`src/rtl/delay_sensor_monitor_pkg.sv`:
```
// Shared types and defaults for the delay-line sensor monitor.
// Holds the FSM state encoding and the unsigned absolute-difference helper.
package delay_sensor_monitor_pkg;

  localparam int unsigned DEF_WIN_LOG2 = 8;
  localparam int unsigned DEF_THRESH   = 4;

  typedef enum logic [1:0] {
    IDLE  = 2'd0,
    CALIB = 2'd1,
    MEAS  = 2'd2
  } state_t;

  // Subtract the smaller from the larger so the result never wraps.
  function automatic int unsigned abs_diff(input int unsigned a, input int unsigned b);
    return (a > b) ? (a - b) : (b - a);
  endfunction

endpackage

```
`src/rtl/delay_sensor_monitor_sync2.sv`:
```
// Two-flop synchronizer for bringing the asynchronous delay-line output
// into the clk domain.
module sync2 (
  input  logic clk,
  input  logic rst_n,
  input  logic d,
  output logic q
);

  logic s1;

  always_ff @(posedge clk or negedge rst_n) begin
    if (!rst_n) begin
      s1 <= 1'b0;
      q  <= 1'b0;
    end else begin
      s1 <= d;
      q  <= s1;
    end
  end

endmodule

```
`src/rtl/delay_sensor_monitor.sv`:
```
// Counts synchronized delayed_clk 1-samples per window; calibrates a baseline
// and flags measurement windows that stray more than THRESH from it.
module delay_sensor_monitor
  import delay_sensor_monitor_pkg::*;
#(
  parameter int unsigned WIN_LOG2 = DEF_WIN_LOG2,
  parameter int unsigned CNT_W    = WIN_LOG2 + 1,
  parameter int unsigned THRESH   = DEF_THRESH
) (
  input  logic             clk,
  input  logic             rst_n,
  input  logic             delayed_clk,
  input  logic             en,
  input  logic             calib_req,
  input  logic             clr_alarm,
  output logic [CNT_W-1:0] sample_count,
  output logic             sample_valid,
  output logic [CNT_W-1:0] baseline,
  output logic             baseline_valid,
  output logic             alarm,
  output logic             alarm_sticky,
  output logic             busy
);

  state_t              state;
  logic                s2;
  logic [WIN_LOG2-1:0] win_cnt;
  logic [CNT_W-1:0]    acc;
  logic [CNT_W-1:0]    acc_next;
  logic                calib_pend;
  logic                win_last;
  logic                out_of_range;

  sync2 u_sync (
    .clk   (clk),
    .rst_n (rst_n),
    .d     (delayed_clk),
    .q     (s2)
  );

  // acc_next on the final cycle is the full window result (0..2^WIN_LOG2).
  always_comb begin
    acc_next     = acc + CNT_W'(s2);
    win_last     = (win_cnt == '1);
    out_of_range = abs_diff(32'(acc_next), 32'(baseline)) > THRESH;
  end

  assign busy = (state != IDLE);

  always_ff @(posedge clk or negedge rst_n) begin
    if (!rst_n) begin
      state          <= IDLE;
      win_cnt        <= '0;
      acc            <= '0;
      calib_pend     <= 1'b0;
      sample_count   <= '0;
      sample_valid   <= 1'b0;
      baseline       <= '0;
      baseline_valid <= 1'b0;
      alarm          <= 1'b0;
      alarm_sticky   <= 1'b0;
    end else begin
      sample_valid <= 1'b0;
      alarm        <= 1'b0;
      if (clr_alarm) alarm_sticky <= 1'b0;

      case (state)
        IDLE: begin
          if (calib_req || calib_pend) begin
            state   <= CALIB;
            win_cnt <= '0;
            acc     <= '0;
          end else if (en && baseline_valid) begin
            state   <= MEAS;
            win_cnt <= '0;
            acc     <= '0;
          end
        end

        CALIB: begin
          win_cnt <= win_cnt + WIN_LOG2'(1);
          acc     <= acc_next;
          if (win_last) begin
            baseline       <= acc_next;
            baseline_valid <= 1'b1;
            calib_pend     <= 1'b0;
            state          <= IDLE;
          end
        end

        MEAS: begin
          if (calib_req) calib_pend <= 1'b1;
          win_cnt <= win_cnt + WIN_LOG2'(1);
          acc     <= acc_next;
          // A window that reaches its last cycle always completes, even if en
          // drops on that cycle; only earlier cycles abort on !en.
          if (win_last) begin
            sample_count <= acc_next;
            sample_valid <= 1'b1;
            if (out_of_range) begin
              alarm        <= 1'b1;
              alarm_sticky <= 1'b1;
            end
            if (calib_pend || calib_req) begin
              state   <= CALIB;
              win_cnt <= '0;
              acc     <= '0;
            end else if (en) begin
              win_cnt <= '0;
              acc     <= '0;
            end else begin
              state <= IDLE;
            end
          end else if (!en) begin
            state <= IDLE;
          end
        end

        default: state <= IDLE;
      endcase
    end
  end

endmodule

```
`config.mk`:
```
export PLATFORM = sky130hd
export DESIGN_NAME = delay_sensor_monitor
export DESIGN_NICKNAME = d
export VERILOG_FILES = /design/src/rtl/delay_sensor_monitor_pkg.sv /design/src/rtl/delay_sensor_monitor_sync2.sv /design/src/rtl/delay_sensor_monitor.sv
export SDC_FILE = /design/constraint.sdc
export NUM_CORES = 1
export LEC_CHECK = 0
export ABC_CLOCK_PERIOD_IN_PS = 5300
export CORE_ASPECT_RATIO = 1.25
export CORE_MARGIN = 1.5
export CORE_UTILIZATION = 61
export CTS_CLUSTER_SIZE = 8
export DETAILED_ROUTE_END_ITERATION = 8
export PLACE_DENSITY_LB_ADDON = 0.05
export SETUP_SLACK_MARGIN = 0.15
export SLEW_MARGIN = 20
export SYNTH_ARGS = -nofsm -noshare
export SYNTH_HDL_FRONTEND = slang
export SYNTH_SLANG_ARGS = --single-unit
export TNS_END_PERCENT = 100
```
`constraint.sdc`:
```
create_clock -name clk -period 5.3 [get_ports clk]
set_input_delay 1.06 -clock clk [delete_from_list [all_inputs] [get_ports clk]]
set_output_delay 1.06 -clock clk [all_outputs]
set_load 0.05 [all_outputs]
```
# After elaboration in Yosys (flattened, before gate mapping)
# Index checks and enable logic that the tools add are counted.
[op_classes]
n_addsub = 4
order_cmp = 2
eq_ne = 6
muxes = 32
n_reduce_logical = 11
[ops]
columns = ["cell", "n"]
rows = [
  ["two-way mux 9 bit", 5],
  ["two-way mux 8 bit", 5],
  ["> comparator 32 x 3 -> 1 bit (second input constant)", 1],
  ["two-way mux 32 bit", 1],
  ["one-hot mux 9 bit (3 select lines)", 1],
  ["one-hot mux 8 bit (3 select lines)", 1],
  ["subtractor 9 x 9 -> 10 bit", 2],
  ["two-way mux 2 bit", 6],
  ["two-way mux 1 bit", 11],
  ["adder 9 x 1 -> 9 bit", 1],
  ["> comparator 9 bit", 1],
  ["adder 8 x 1 -> 8 bit (second input constant)", 1],
  ["equality test 8 bit (second input constant)", 1],
  ["AND reduction 2 bit", 4],
  ["one-hot mux 2 bit (3 select lines)", 1],
  ["!= test 2 bit (second input constant)", 2],
  ["nonzero test 2 bit", 2],
  ["!= test 3 bit (second input constant)", 1],
  ["AND reduction 3 bit", 1],
  ["nonzero test 3 bit", 1],
  ["equality test 2 x 1 -> 1 bit (second input constant)", 1],
  ["equality test 2 bit (second input constant)", 1],
  ["logical NOT 2 bit", 1],
  ["one-hot mux 1 bit (2 select lines)", 1],
  ["other kinds (2)", 2],
]
[totals]
register_bits = 44
inputBits = 6
out_inout_bits = 23
wordCells = 67

# Logic depth before layout (Yosys ltp)
# Gate-level depths: netlist (run 1).
[logic_depth]
ltp_word = 7
depth_mapped = 15
ltp_nobuf = 15

# Modules after synthesis
# A second synthesis (run 1) with hierarchy kept.
[hier_totals]
hier_cells = 323
hier_area_um2 = 2830.2
[modules_own_cells]
columns = ["module", "instances", "cells_each", "area_per_inst_um2", "seq_area_each_um2"]
rows = [
  ["delay_sensor_monitor", 1, 321, 2780.2, 1051.0],
  ["sync2", 1, 2, 50.0, 50.0],
]

# Worst setup path before layout (run 1)
# No wires, ideal clock.
[synth_timing]
path_kind = "flip-flop to flip-flop"
from = "register acc[0]"
to = "register alarm_sticky"
setup_ns = 0.139
t_arrival_ns = 3.257
required_ns = 5.161
slack_ns = 1.904
stages_incl_launch_ff = 16
path_buffers = 0
period_less_slack_ns = 3.396
cell_sequence = "dfrtp_1 ha_1 ha_1 nand3_1 nor2_1 nand3_1 xor2_1 inv_1 ha_1 nand4_1 a211oi_1 a211oi_1 a31oi_1 or4_4 o311ai_4 o221ai_2"
[synth_via]
elab_chain_cells = 7
word_cells_on_any_way = 9
cone_classes = "3 x add/sub; 2 x order compare; 4 x mux"
[synth_rtl]
columns = ["item", "line", "text"]
rows = [
  ["start, declared", "delay_sensor_monitor.sv:28", "logic [CNT_W-1:0] acc;"],
  ["start signal, assigned", "delay_sensor_monitor.sv:82", "acc <= acc_next;"],
  ["start signal, assigned", "delay_sensor_monitor.sv:94", "acc <= acc_next;"],
  ["adder 9 x 1 -> 9 bit (*)", "delay_sensor_monitor.sv:43", "acc_next = acc + CNT_W'(s2);"],
  ["via acc_next[8]", "delay_sensor_monitor.sv:29", "logic [CNT_W-1:0] acc_next;"],
  ["subtractor 9 x 9 -> 10 bit / > comparator 9 bit (equally long branches)", "delay_sensor_monitor_pkg.sv:16", "return (a > b) ? (a - b) : (b - a);"],
  ["two-way mux 32 bit (*)", "delay_sensor_monitor_pkg.sv:16", ""],
  ["> comparator 32 x 3 -> 1 bit (*)", "delay_sensor_monitor.sv:45", "out_of_range = abs_diff(32'(acc_next), 32'(baseline)) > THRESH;"],
  ["two-way mux 1 bit (*)", "delay_sensor_monitor.sv:100", "if (out_of_range) begin"],
  ["two-way mux 1 bit (*)", "delay_sensor_monitor.sv:97", "if (win_last) begin"],
  ["two-way mux 1 bit (*)", "delay_sensor_monitor.sv:67", "case (state)"],
  ["end signal, assigned", "delay_sensor_monitor.sv:61", "alarm_sticky <= 1'b0;"],
  ["end signal, assigned", "delay_sensor_monitor.sv:65", "if (clr_alarm) alarm_sticky <= 1'b0;"],
  ["end signal, assigned", "delay_sensor_monitor.sv:102", "alarm_sticky <= 1'b1;"],
  ["end, declared", "delay_sensor_monitor.sv:21", "output logic alarm_sticky,"],
]
# Mark *: on every way through the listed nets, which the timed path passes. The rest lies on a longest branch.
# A chain may end at the register's enable or synchronous reset.

# Worst setup path after layout (run 1)
# Ends and elaborated chain as after synthesis.

==> run summary, run 1 <==
# Post-CTS Setup Buffers = 0
Pwr Density = 275.3 nW/µm²
die height = 79.16 µm
Layout Skew = 9.724 ps
Total Wirelength = 6.106 mm
dpl ws = 1421 ps
sequential-to-total area share from yosys stat = 38.90%
area grow syn2layout = 13.40%
Tmin final = 3897 ps
type of origin of the critical path = flop
CP Data Required Time = 5460 ps
RD Place Congestion = 0.9360
CTS tree = yes
Peak Freq = 256.6 MHz
die area = 5060 µm²
Total GRT Usage = 25.80%
Top Ports = 29
drt wl/cell = 15.04 µm
fin crit share = 73.52%
Sink Count = 44
DRC = 0
Worst-Skew Late Latency = 300 ps
Primary FF master, synth = dfrtp_1
Register Area = 1101 µm²
xor/xnor share of the synthesized area = 4.642%
syn_area_per_cell = 8.762 µm²
nets = 380
Num CTS Buffers = 5
DRT iter0 DRCs = 134
slack of the critical path = 1403 ps
Crit Path Category = reg -> reg
crit path capture type = flop
filler instances = 360
worst-case clock buffer depth = 2
first-pass GRT wire length = 10.25 mm
CTS clk-pin slew, worst paths = 90 ps
cts repair resizes = 0
vias per inst = 5.786
leading cell type in the layout, fill and taps excluded = dfrtp_1
number of global-route vias before repair = 2316
cell accounting for the most synthesized area = dfrtp_1
initial antenna violation count = 0
Post-DRT Antenna Nets = 0
Final Non-Filler Cells = 406
H-tree depth = 2
ranking of synthesized cells by area = dfrtp_1, ha_1, o21ai_0, nand2_1, a21oi_1
Slew Viols, Final = 0
syn_nets = 356
Synth Area in Compound Gates = 22.24%
IO Port Bufs = 28
Mapped Cells = 323
status = finished clean
clk root buf = clkbuf_8
P_leak = 1.499 nW
Worst Max-Slew Pin Slew = 688.7 ps
Cell Area, Synth = 2830 µm²
multi-input logic area = 1549 µm²
Ys Warns = 0
total number of vias = 2349
Hold Crit Class = reg -> reg
slew margin rel. = 54.08%
cts hold-fix bufs = 0
library cells used by synthesis = 45
maximum VDD drop = 0.1783 mV
Critical Path AT = 4060 ps
RSZ-0062 raised after global routing = false
Async S/R FF share, synth = 100.0%
layout cells sized above 1 = 5.172%
Core Box Area = 4425 µm²
Post-synth EDFFs = 0
hold slack = 376.0 ps
hpwl dp = 4.486 mm
GRT overflow = 0
most frequent cells in the layout = dfrtp_1, o21ai_0, nand2_1, inv_1, clkdlybuf4s50_1
worst-path maximum fanout = 6
Yosys reg bits = 44
initial core utilization = 63.95%
setup TNS = 0 ps
Site Rows = 27
Max-cap violations = 0
Yosys top cell area share = 38.90%
largest family of logic cells by synthesized area = compound AO/OA/AOI/OAI gates
final hold vios = 0
Detailed Routing Iterations Pass 1 = 5
pin count of the biggest net entering global routing = 45
Synth Area in Adders = 12.47%
Die Wd = 63.93 µm
# setup viols final = 0
antenna fix cells = 0
mux cell area share after synthesis = 0.3537%
post-synthesis simple-gate area fraction = 15.03%
placed cells = 398
## metrics by stage
step | utilization, % | total power [mW] | instance area [µm²]
floorplan | - | 0.5920 | 2830
finish | 72.52 | 0.8834 | 3209
global route | 72.52 | 0.9380 | 3209
CTS | 72.46 | 0.8861 | 3207
detailed placement | 70.37 | 0.6686 | 3114
global placement | 70.37 | 0.6649 | 3114
## final timing paths
check / from / to / slack (ps) / cells after the start
setup / recovery: acc[0] / alarm_sticky / 1400 / 15
max in group asynchronous: rst_n / win_cnt[6] / 4180 / 1
setup reg to reg: acc[0] / alarm_sticky / 1400 / 15
hold reg to reg: u_sync.s1 / u_sync.q / 380 / 0
hold / removal: u_sync.s1 / u_sync.q / 380 / 0
min in group asynchronous: rst_n / acc[6] / 740 / 1
## logic make-up (layout without fill, tap and decap cells)
logic type,after synthesis,in the layout
mux,1,1
fa+ha+maj,27,27
simple gates,94,94
flops,44,44
buf+inv,41,66
compound gates,101,101
xor+xnor,15,15
## sequential cells by signal, summed over array words and instances (netlist names), 2 cells and up
| register | count |
|---|---|
| acc | 9 |
| sample_count | 9 |
| state | 2 |
| baseline | 9 |
| win_cnt | 8 |
## layout make-up
class	instances	share of cell area, %
multi-input combinational	238	48.27
sequential	44	34.31
timing repair buffer	29	8.889
inverter	29	3.392
tap	58	2.261
clock buffer	5	2.144
clock inverter	3	0.7407
## worst max-delay path, cell delays in order (launching register included)
cell and delay, ps:
dfrtp_1 380, ha_1 160, ha_1 220, nand3_1 130
nor2_1 270, nand3_1 140, xor2_1 360, inv_1 80
ha_1 370, nand4_1 160, a211oi_1 80, a211oi_1 250
a31oi_1 120, or4_4 570, o311ai_4 310, o221ai_2 130
## synth_stat cells (3+ instances only)
| cell | instances |
|---|---|
| nor2_1 | 22 |
| o21ai_0 | 42 |
| xnor2_1 | 7 |
| nor3_1 | 4 |
| inv_1 | 29 |
| ha_1 | 25 |
| o21ai_1 | 4 |
| and3_1 | 3 |
| dfrtp_1 | 44 |
| buf_2 | 3 |
| nand2b_1 | 3 |
| a31oi_1 | 4 |
| nor2b_1 | 4 |
| o31ai_1 | 4 |
| a211oi_1 | 3 |
| nand2_1 | 40 |
| nand3_1 | 11 |
| a21oi_1 | 22 |
| a21o_1 | 6 |
| clkbuf_1 | 5 |
| xor2_1 | 8 |
## layer usage
layer	wire, µm	GRT usage [%]	share of wire (%)	up-vias
met1	2536	30.64	42	1133
li1	-	-	-	1164
met3	146	2.975	2.4	9
met5	0	0	0	-
met2	3329	47.08	55	43
met4	93	10.00	1.5	0
## where the power goes
part           internal [mW]  switching [mW]
logic                  0.114           0.190
registers              0.349          0.0111
clock network         0.0935           0.126
total                  0.557           0.327
(Power assumes the default switching activity.)
==> inputs of run 2 (changes only) <==
--- a/config.mk
+++ b/config.mk
@@ -5,10 +5,10 @@
 export SDC_FILE = /design/constraint.sdc
 export NUM_CORES = 1
 export LEC_CHECK = 0
-export ABC_CLOCK_PERIOD_IN_PS = 5300
+export ABC_CLOCK_PERIOD_IN_PS = 3600
 export CORE_ASPECT_RATIO = 1.25
 export CORE_MARGIN = 1.5
-export CORE_UTILIZATION = 61
+export CORE_UTILIZATION = 57
 export CTS_CLUSTER_SIZE = 8
 export DETAILED_ROUTE_END_ITERATION = 8
 export PLACE_DENSITY_LB_ADDON = 0.05
==> constraint.sdc (replaced) <==
create_clock -name clk -period 3.6 [get_ports clk]
set_input_delay 0.72 -clock clk [delete_from_list [all_inputs] [get_ports clk]]
set_output_delay 0.72 -clock clk [all_outputs]
set_load 0.05 [all_outputs]
==> run summary, run 2 (synthesis results as in run 1) <==
status = finished clean (unchanged)
Max-cap violations = 0 (unchanged)
GRT overflow = 0 (unchanged)
Max Used Layer = met4 (unchanged)
Total Wirelength = 6.494 mm (was 6.106 mm)
Sink Count = 44 (unchanged)
Tmin final = 3290 ps (was 3897 ps)
Top Ports = 29 (unchanged)
maximum VDD drop = 0.2352 mV (was 0.1783 mV)
first-pass GRT wire length = 10.41 mm (was 10.25 mm)
fin crit share = 91.39% (was 73.52%)
DRC = 0 (unchanged)
die height = 81.78 µm (was 79.16 µm)
Finished Cell Area = 3425 µm² (was 3209 µm²)
leading cell type in the layout, fill and taps excluded = dfrtp_1 (unchanged)
met3 wire length = 154 µm (was 146 µm)
post-layout util = 71.88% (was 72.52%)
drt wl/cell = 15.46 µm (was 15.04 µm)
Crit Path Category = reg -> reg (unchanged)
cell at the slowest stage of the critical path = or4_4 (unchanged)
placed cells = 412 (was 398)
R2R Setup Slk = 310 ps (was 1400 ps)
H-tree depth = 2 (unchanged)
initial core utilization = 59.40% (was 63.95%)
worst reg2reg path endpoint = alarm_sticky (unchanged)
met2 wire len = 3.286 mm (was 3.329 mm)
worst-case clock buffer depth = 2 (unchanged)
die area = 5400 µm² (was 5060 µm²)
clk root buf = clkbuf_8 (unchanged)
Hold Crit Class = in -> async (was reg -> reg)
slew margin rel. = 55.22% (was 54.08%)
CTS tree = yes (unchanged)
Core Box Area = 4765 µm² (was 4425 µm²)
vias per inst = 5.690 (was 5.786)
most frequent cells in the layout = dfrtp_1, o21ai_0, nand2_1, inv_1, clkdlybuf4s50_1 (unchanged)
Num CTS Buffers = 5 (unchanged)
IO Port Bufs = 28 (unchanged)
Final Non-Filler Cells = 420 (was 406)
Die Wd = 66.03 µm (was 63.93 µm)
Slew Viols, Final = 0 (unchanged)
Site Rows = 28 (was 27)
RD Place Congestion = 0.9375 (was 0.9360)
worst-path maximum fanout = 4 (was 6)
total number of vias = 2390 (was 2349)
P_leak = 1.559 nW (was 1.499 nW)
CP Data Required Time = 3760 ps (was 5460 ps)
antenna fix cells = 0 (unchanged)
Detailed Routing Iterations Pass 1 = 4 (was 5)
CP peak stage delay = 570 ps (about the same)
final hold vios = 0 (unchanged)
Crit Reg-Reg Startpoint = acc[0] (unchanged)
setup TNS = 0 ps (unchanged)
hpwl dp = 4.664 mm (was 4.486 mm)
# setup viols final = 0 (unchanged)
WL met1 = 2.880 mm (was 2.536 mm)
Post-DRT Antenna Nets = 0 (unchanged)
type of origin of the critical path = flop (unchanged)
CTS clk-pin slew, worst paths = 90 ps (about the same)
pin count of the biggest net entering global routing = 45 (unchanged)
Worst Max-Slew Pin Slew = 671.7 ps (was 688.7 ps)
Post-DP Area = 3207 µm² (was 3114 µm²)
layout cells sized above 1 = 12.22% (was 5.172%)
number of global-route vias before repair = 2279 (was 2316)
Worst-Skew Late Latency = 300 ps (about the same)
R2R depth = 15 (unchanged)
Layout Skew = 8.768 ps (was 9.724 ps)
crit path capture type = flop (unchanged)
Total GRT Usage = 25.22% (was 25.80%)
nets = 392 (was 380)
area grow syn2layout = 21.00% (was 13.40%)
top flop regs = acc: 9 flops, baseline: 9 flops, sample_count: 9 flops (unchanged)
RSZ-0062 raised after global routing = false (unchanged)
Peak Freq = 303.9 MHz (was 256.6 MHz)
DRT iter0 DRCs = 136 (was 134)
initial antenna violation count = 0 (unchanged)
Critical Path AT = 3460 ps (was 4060 ps)
worst path cell trace = ha_2 > ha_4 > nand3_2 > nor2_4 > nand3_1 > xor2_2 > inv_1 > ha_1 > nand4_1 > a211oi_2 > a211oi_1 > a31oi_1 > or4_4 > o311ai_4 > o221ai_2 (was ha_1 > ha_1 > nand3_1 > nor2_1 > nand3_1 > xor2_1 > inv_1 > ha_1 > nand4_1 > a211oi_1 > a211oi_1 > a31oi_1 > or4_4 > o311ai_4 > o221ai_2)
Pwr Density = 391.6 nW/µm² (was 275.3 nW/µm²)
## run 2: cell count changes in the layout (fill, tap and decap cells not counted), sizes merged
cell and delta:
clkinvlp -1, clkinv -1, buf +12, clkbuf +2
## run 2: worst max-delay path by stage
stage,startpoint,end,slack (ps)
final,acc[0],alarm_sticky,310
after global routing,acc[0],alarm_sticky,120
after CTS,acc[0],alarm_sticky,150
after detailed placement,acc[0],alarm_sticky,40
after global placement,acc[0],alarm_sticky,170
after floorplan,acc[0],alarm_sticky,200
## run 2: report_power, final
group	switching, mW	total, mW	internal (mW)
clock network	0.174	0.330	0.156
registers	0.0170	0.531	0.514
logic	0.292	0.479	0.187
## run 2: timing repair
action | 4_1_cts | 5_1_grt
hold buffers | 0 | 0
setup buffers | 0 | 0
gates resized for setup | 6 | 16
setup endpoints to repair | 2 | 2
hold endpoints to repair | 0 | 0
pin swaps | 0 | 6
cloned | 0 | 0
## run 2: metal layers
| metal | GRT usage (%) | up-vias |
|---|---|---|
| met4 | 10.82 | 0 |
| met1 | 33.89 | 1152 |
| li1 | - | 1180 |
| met3 | 3.836 | 17 |
| met2 | 40.61 | 41 |
| met5 | 0 | - |
## run 2: cell type report
class | instances | area, µm²
repair buffers | 41 | 375.4
clock inverters | 1 | 7.507
well taps | 60 | 75.07
flip-flops and latches | 44 | 1101
clock buffers | 7 | 86.33
fillers | 390 | 1340
multi-input cells | 238 | 1670
inverters | 29 | 108.9
## run 2: per-stage QoR
stage | hold slack (ps) | worst slack, ps | power [mW]
3_5_place_dp | 362.8 | 38.26 | 0.9991
6_report | 387.4 | 309.8 | 1.341
2_1_floorplan | 331.2 | 204.0 | 0.8716
4_1_cts | 382.1 | 153.7 | 1.330
5_1_grt | 380.7 | 119.8 | 1.426
3_3_place_gp | 359.5 | 170.3 | 0.9899
## run 2: worst max-delay path: cells and delay by family (launching register included)
kind,cells,cell delay [ps]
AO/OA/AOI/OAI,5,750
adder cells (fa/ha/maj),3,640
AND/OR/NAND/NOR,5,1100
XOR/XNOR,1,210
buffers and inverters,1,60
flip-flops,1,380
==> inputs of run 3 (changes only) <==
--- a/config.mk
+++ b/config.mk
@@ -11,6 +11,7 @@
 export CORE_UTILIZATION = 57
 export CTS_CLUSTER_SIZE = 8
 export DETAILED_ROUTE_END_ITERATION = 8
+export MAX_ROUTING_LAYER = met4
 export PLACE_DENSITY_LB_ADDON = 0.05
 export SETUP_SLACK_MARGIN = 0.15
 export SLEW_MARGIN = 20
==> run summary, run 3 (synthesis results as in run 1) <==
layout cells sized above 1 = 12.71% (was 12.22%)
worst-case clock buffer depth = 2 (unchanged)
Max Used Layer = met4 (unchanged)
# setup viols final = 0 (unchanged)
slack of the critical path = 313.0 ps (was 309.8 ps)
initial antenna violation count = 0 (unchanged)
Num CTS Buffers = 5 (unchanged)
clk root buf = clkbuf_8 (unchanged)
H-tree depth = 2 (unchanged)
worst path cell trace = ha_1 > and3_1 > nand3_4 > nor2_4 > xnor2_2 > inv_1 > ha_2 > nand4_1 > a211oi_1 > a211oi_1 > a31oi_1 > buf_4 > mux2i_1 > xor2_1 > o221ai_2 (was ha_2 > ha_4 > nand3_2 > nor2_4 > nand3_1 > xor2_2 > inv_1 > ha_1 > nand4_1 > a211oi_2 > a211oi_1 > a31oi_1 > or4_4 > o311ai_4 > o221ai_2)
nets = 395 (was 392)
cell at the slowest stage of the critical path = ha_2 (was or4_4)
setup TNS = 0 ps (unchanged)
die area = 5400 µm² (unchanged)
crit path capture type = flop (unchanged)
top flop regs = acc: 9 flops, baseline: 9 flops, sample_count: 9 flops (unchanged)
CP peak stage delay = 420 ps (was 570 ps)
fin crit share = 91.30% (was 91.39%)
met3 wire length = 118 µm (was 154 µm)
delay-heaviest family, CP = compound AO/OA/AOI/OAI gates (was simple AND/OR/NAND/NOR gates)
initial core utilization = 59.40% (unchanged)
critical path's most frequent cell = a211oi_1
Max-cap violations = 0 (unchanged)
RD Place Congestion = 1.078 (was 0.9375)
dpl ws = 57.70 ps (was 38.26 ps)
DRC = 0 (unchanged)
Critical Path AT = 3430 ps (was 3460 ps)
die height = 81.78 µm (unchanged)
Top Ports = 29 (unchanged)
antenna fix cells = 0 (unchanged)
hpwl dp = 4.810 mm (was 4.664 mm)
IO Port Bufs = 28 (unchanged)
P_leak = 1.580 nW (was 1.559 nW)
maximum VDD drop = 0.2161 mV (was 0.2352 mV)
Post-DRT Antenna Nets = 0 (unchanged)
Worst Max-Slew Pin Slew = 647.0 ps (was 671.7 ps)
Crit Path Category = reg -> reg (unchanged)
multi-input logic area = 1668 µm² (was 1670 µm²)
Site Rows = 28 (unchanged)
filler instances = 373 (was 390)
drt wl/cell = 15.64 µm (was 15.46 µm)
type of origin of the critical path = flop (unchanged)
Worst-Skew Late Latency = 290 ps (was 300 ps)
first-pass GRT wire length = 10.16 mm (was 10.41 mm)
status = finished clean (unchanged)
Hold Crit Class = in -> async (unchanged)
worst-path maximum fanout = 7 (was 4)
Register Area = 1101 µm² (unchanged)
Pwr Density = 392.2 nW/µm² (was 391.6 nW/µm²)
CTS tree = yes (unchanged)
final hold vios = 0 (unchanged)
Die Wd = 66.03 µm (unchanged)
Slew Viols, Final = 0 (unchanged)
Core Box Area = 4765 µm² (unchanged)
number of global-route vias before repair = 2233 (was 2279)
area grow syn2layout = 22.15% (was 21.00%)
slew margin rel. = 56.87% (was 55.22%)
CP Data Required Time = 3750 ps (was 3760 ps)
met2 wire len = 3.378 mm (was 3.286 mm)
post-layout util = 72.56% (was 71.88%)
Peak Freq = 304.2 MHz (was 303.9 MHz)
total number of vias = 2409 (was 2390)
cts hold-fix bufs = 0 (unchanged)
pin count of the biggest net entering global routing = 45 (unchanged)
Layout Skew = 9.877 ps (was 8.768 ps)
Sink Count = 44 (unchanged)
CTS clk-pin slew, worst paths = 80 ps (was 90 ps)
Total GRT Usage = 25.32% (was 25.22%)
Detailed Routing Iterations Pass 1 = 4 (unchanged)
most frequent cells in the layout = dfrtp_1, o21ai_0, nand2_1, inv_1, clkdlybuf4s50_1 (unchanged)
leading cell type in the layout, fill and taps excluded = dfrtp_1 (unchanged)
WL met1 = 2.942 mm (was 2.880 mm)
DRT iter0 DRCs = 103 (was 136)
worst path bufs/invs = 2 (was 1)
R2R Setup Slk = 310 ps (about the same)
vias per inst = 5.709 (was 5.690)
GRT overflow = 0 (unchanged)
RSZ-0062 raised after global routing = false (unchanged)
Total Wirelength = 6.600 mm (was 6.494 mm)
Tmin final = 3287 ps (was 3290 ps)
-- run 3: area by class of cell --
cell class | count | share of cell area, %
clock buffer | 7 | 2.787
inverter | 29 | 3.149
sequential | 44 | 31.85
tap | 60 | 2.172
multi-input combinational | 238 | 48.24
timing repair buffer | 44 | 11.80
-- run 3: repair_timing --
action,CTS,global route
setup endpoints to repair,2,2
gates resized for setup,5,16
pin swaps,0,4
buffers inserted,0,2
-- run 3: stage by stage --
stage / cells / hold WS (ps) / power (mW) / area [µm²]
3_3_place_gp: 412 / 359.6 / 0.9948 / 3207
5_1_grt: 422 / 294.7 / 1.437 / 3457
3_5_place_dp: 412 / 352.9 / 1.012 / 3207
2_1_floorplan: 323 / 331.2 / 0.8716 / 2830
4_1_cts: 419 / 370.4 / 1.342 / 3321
6_report: 422 / 289.8 / 1.356 / 3457
-- run 3: per-layer routing --
layer  vias to the layer above  track usage [%]
met5                         -                -
met4                         0            10.41
met3                        14            3.699
met2                        41            41.62
met1                      1169            31.43
li1                       1185                -
-- run 3: worst paths after layout --
check                               start              end  cells past startpoint
worst min-delay path                rst_n         state[0]                      1
worst max register to register     acc[0]     alarm_sticky                     15
worst max-delay path               acc[0]     alarm_sticky                     15
worst min register to register  u_sync.s1         u_sync.q                      0
min in group clk                u_sync.s1         u_sync.q                      0
max in group asynchronous           rst_n  sample_count[2]                      2
-- run 3: where the power goes --
| group | switching [mW] | internal, mW |
|---|---|---|
| Sequential | 0.0171 | 0.514 |
| Clock | 0.161 | 0.171 |
| Combinational | 0.302 | 0.190 |
-- run 3: worst reg2reg max path: stages, from the launching register on --
cell and delay, ps:
dfrtp_1 380, ha_1 180, and3_1 210, nand3_4 140
nor2_4 150, xnor2_2 130, inv_1 70, ha_2 420
nand4_1 140, a211oi_1 300, a211oi_1 80, a31oi_1 200
buf_4 160, mux2i_1 220, xor2_1 240, o221ai_2 120
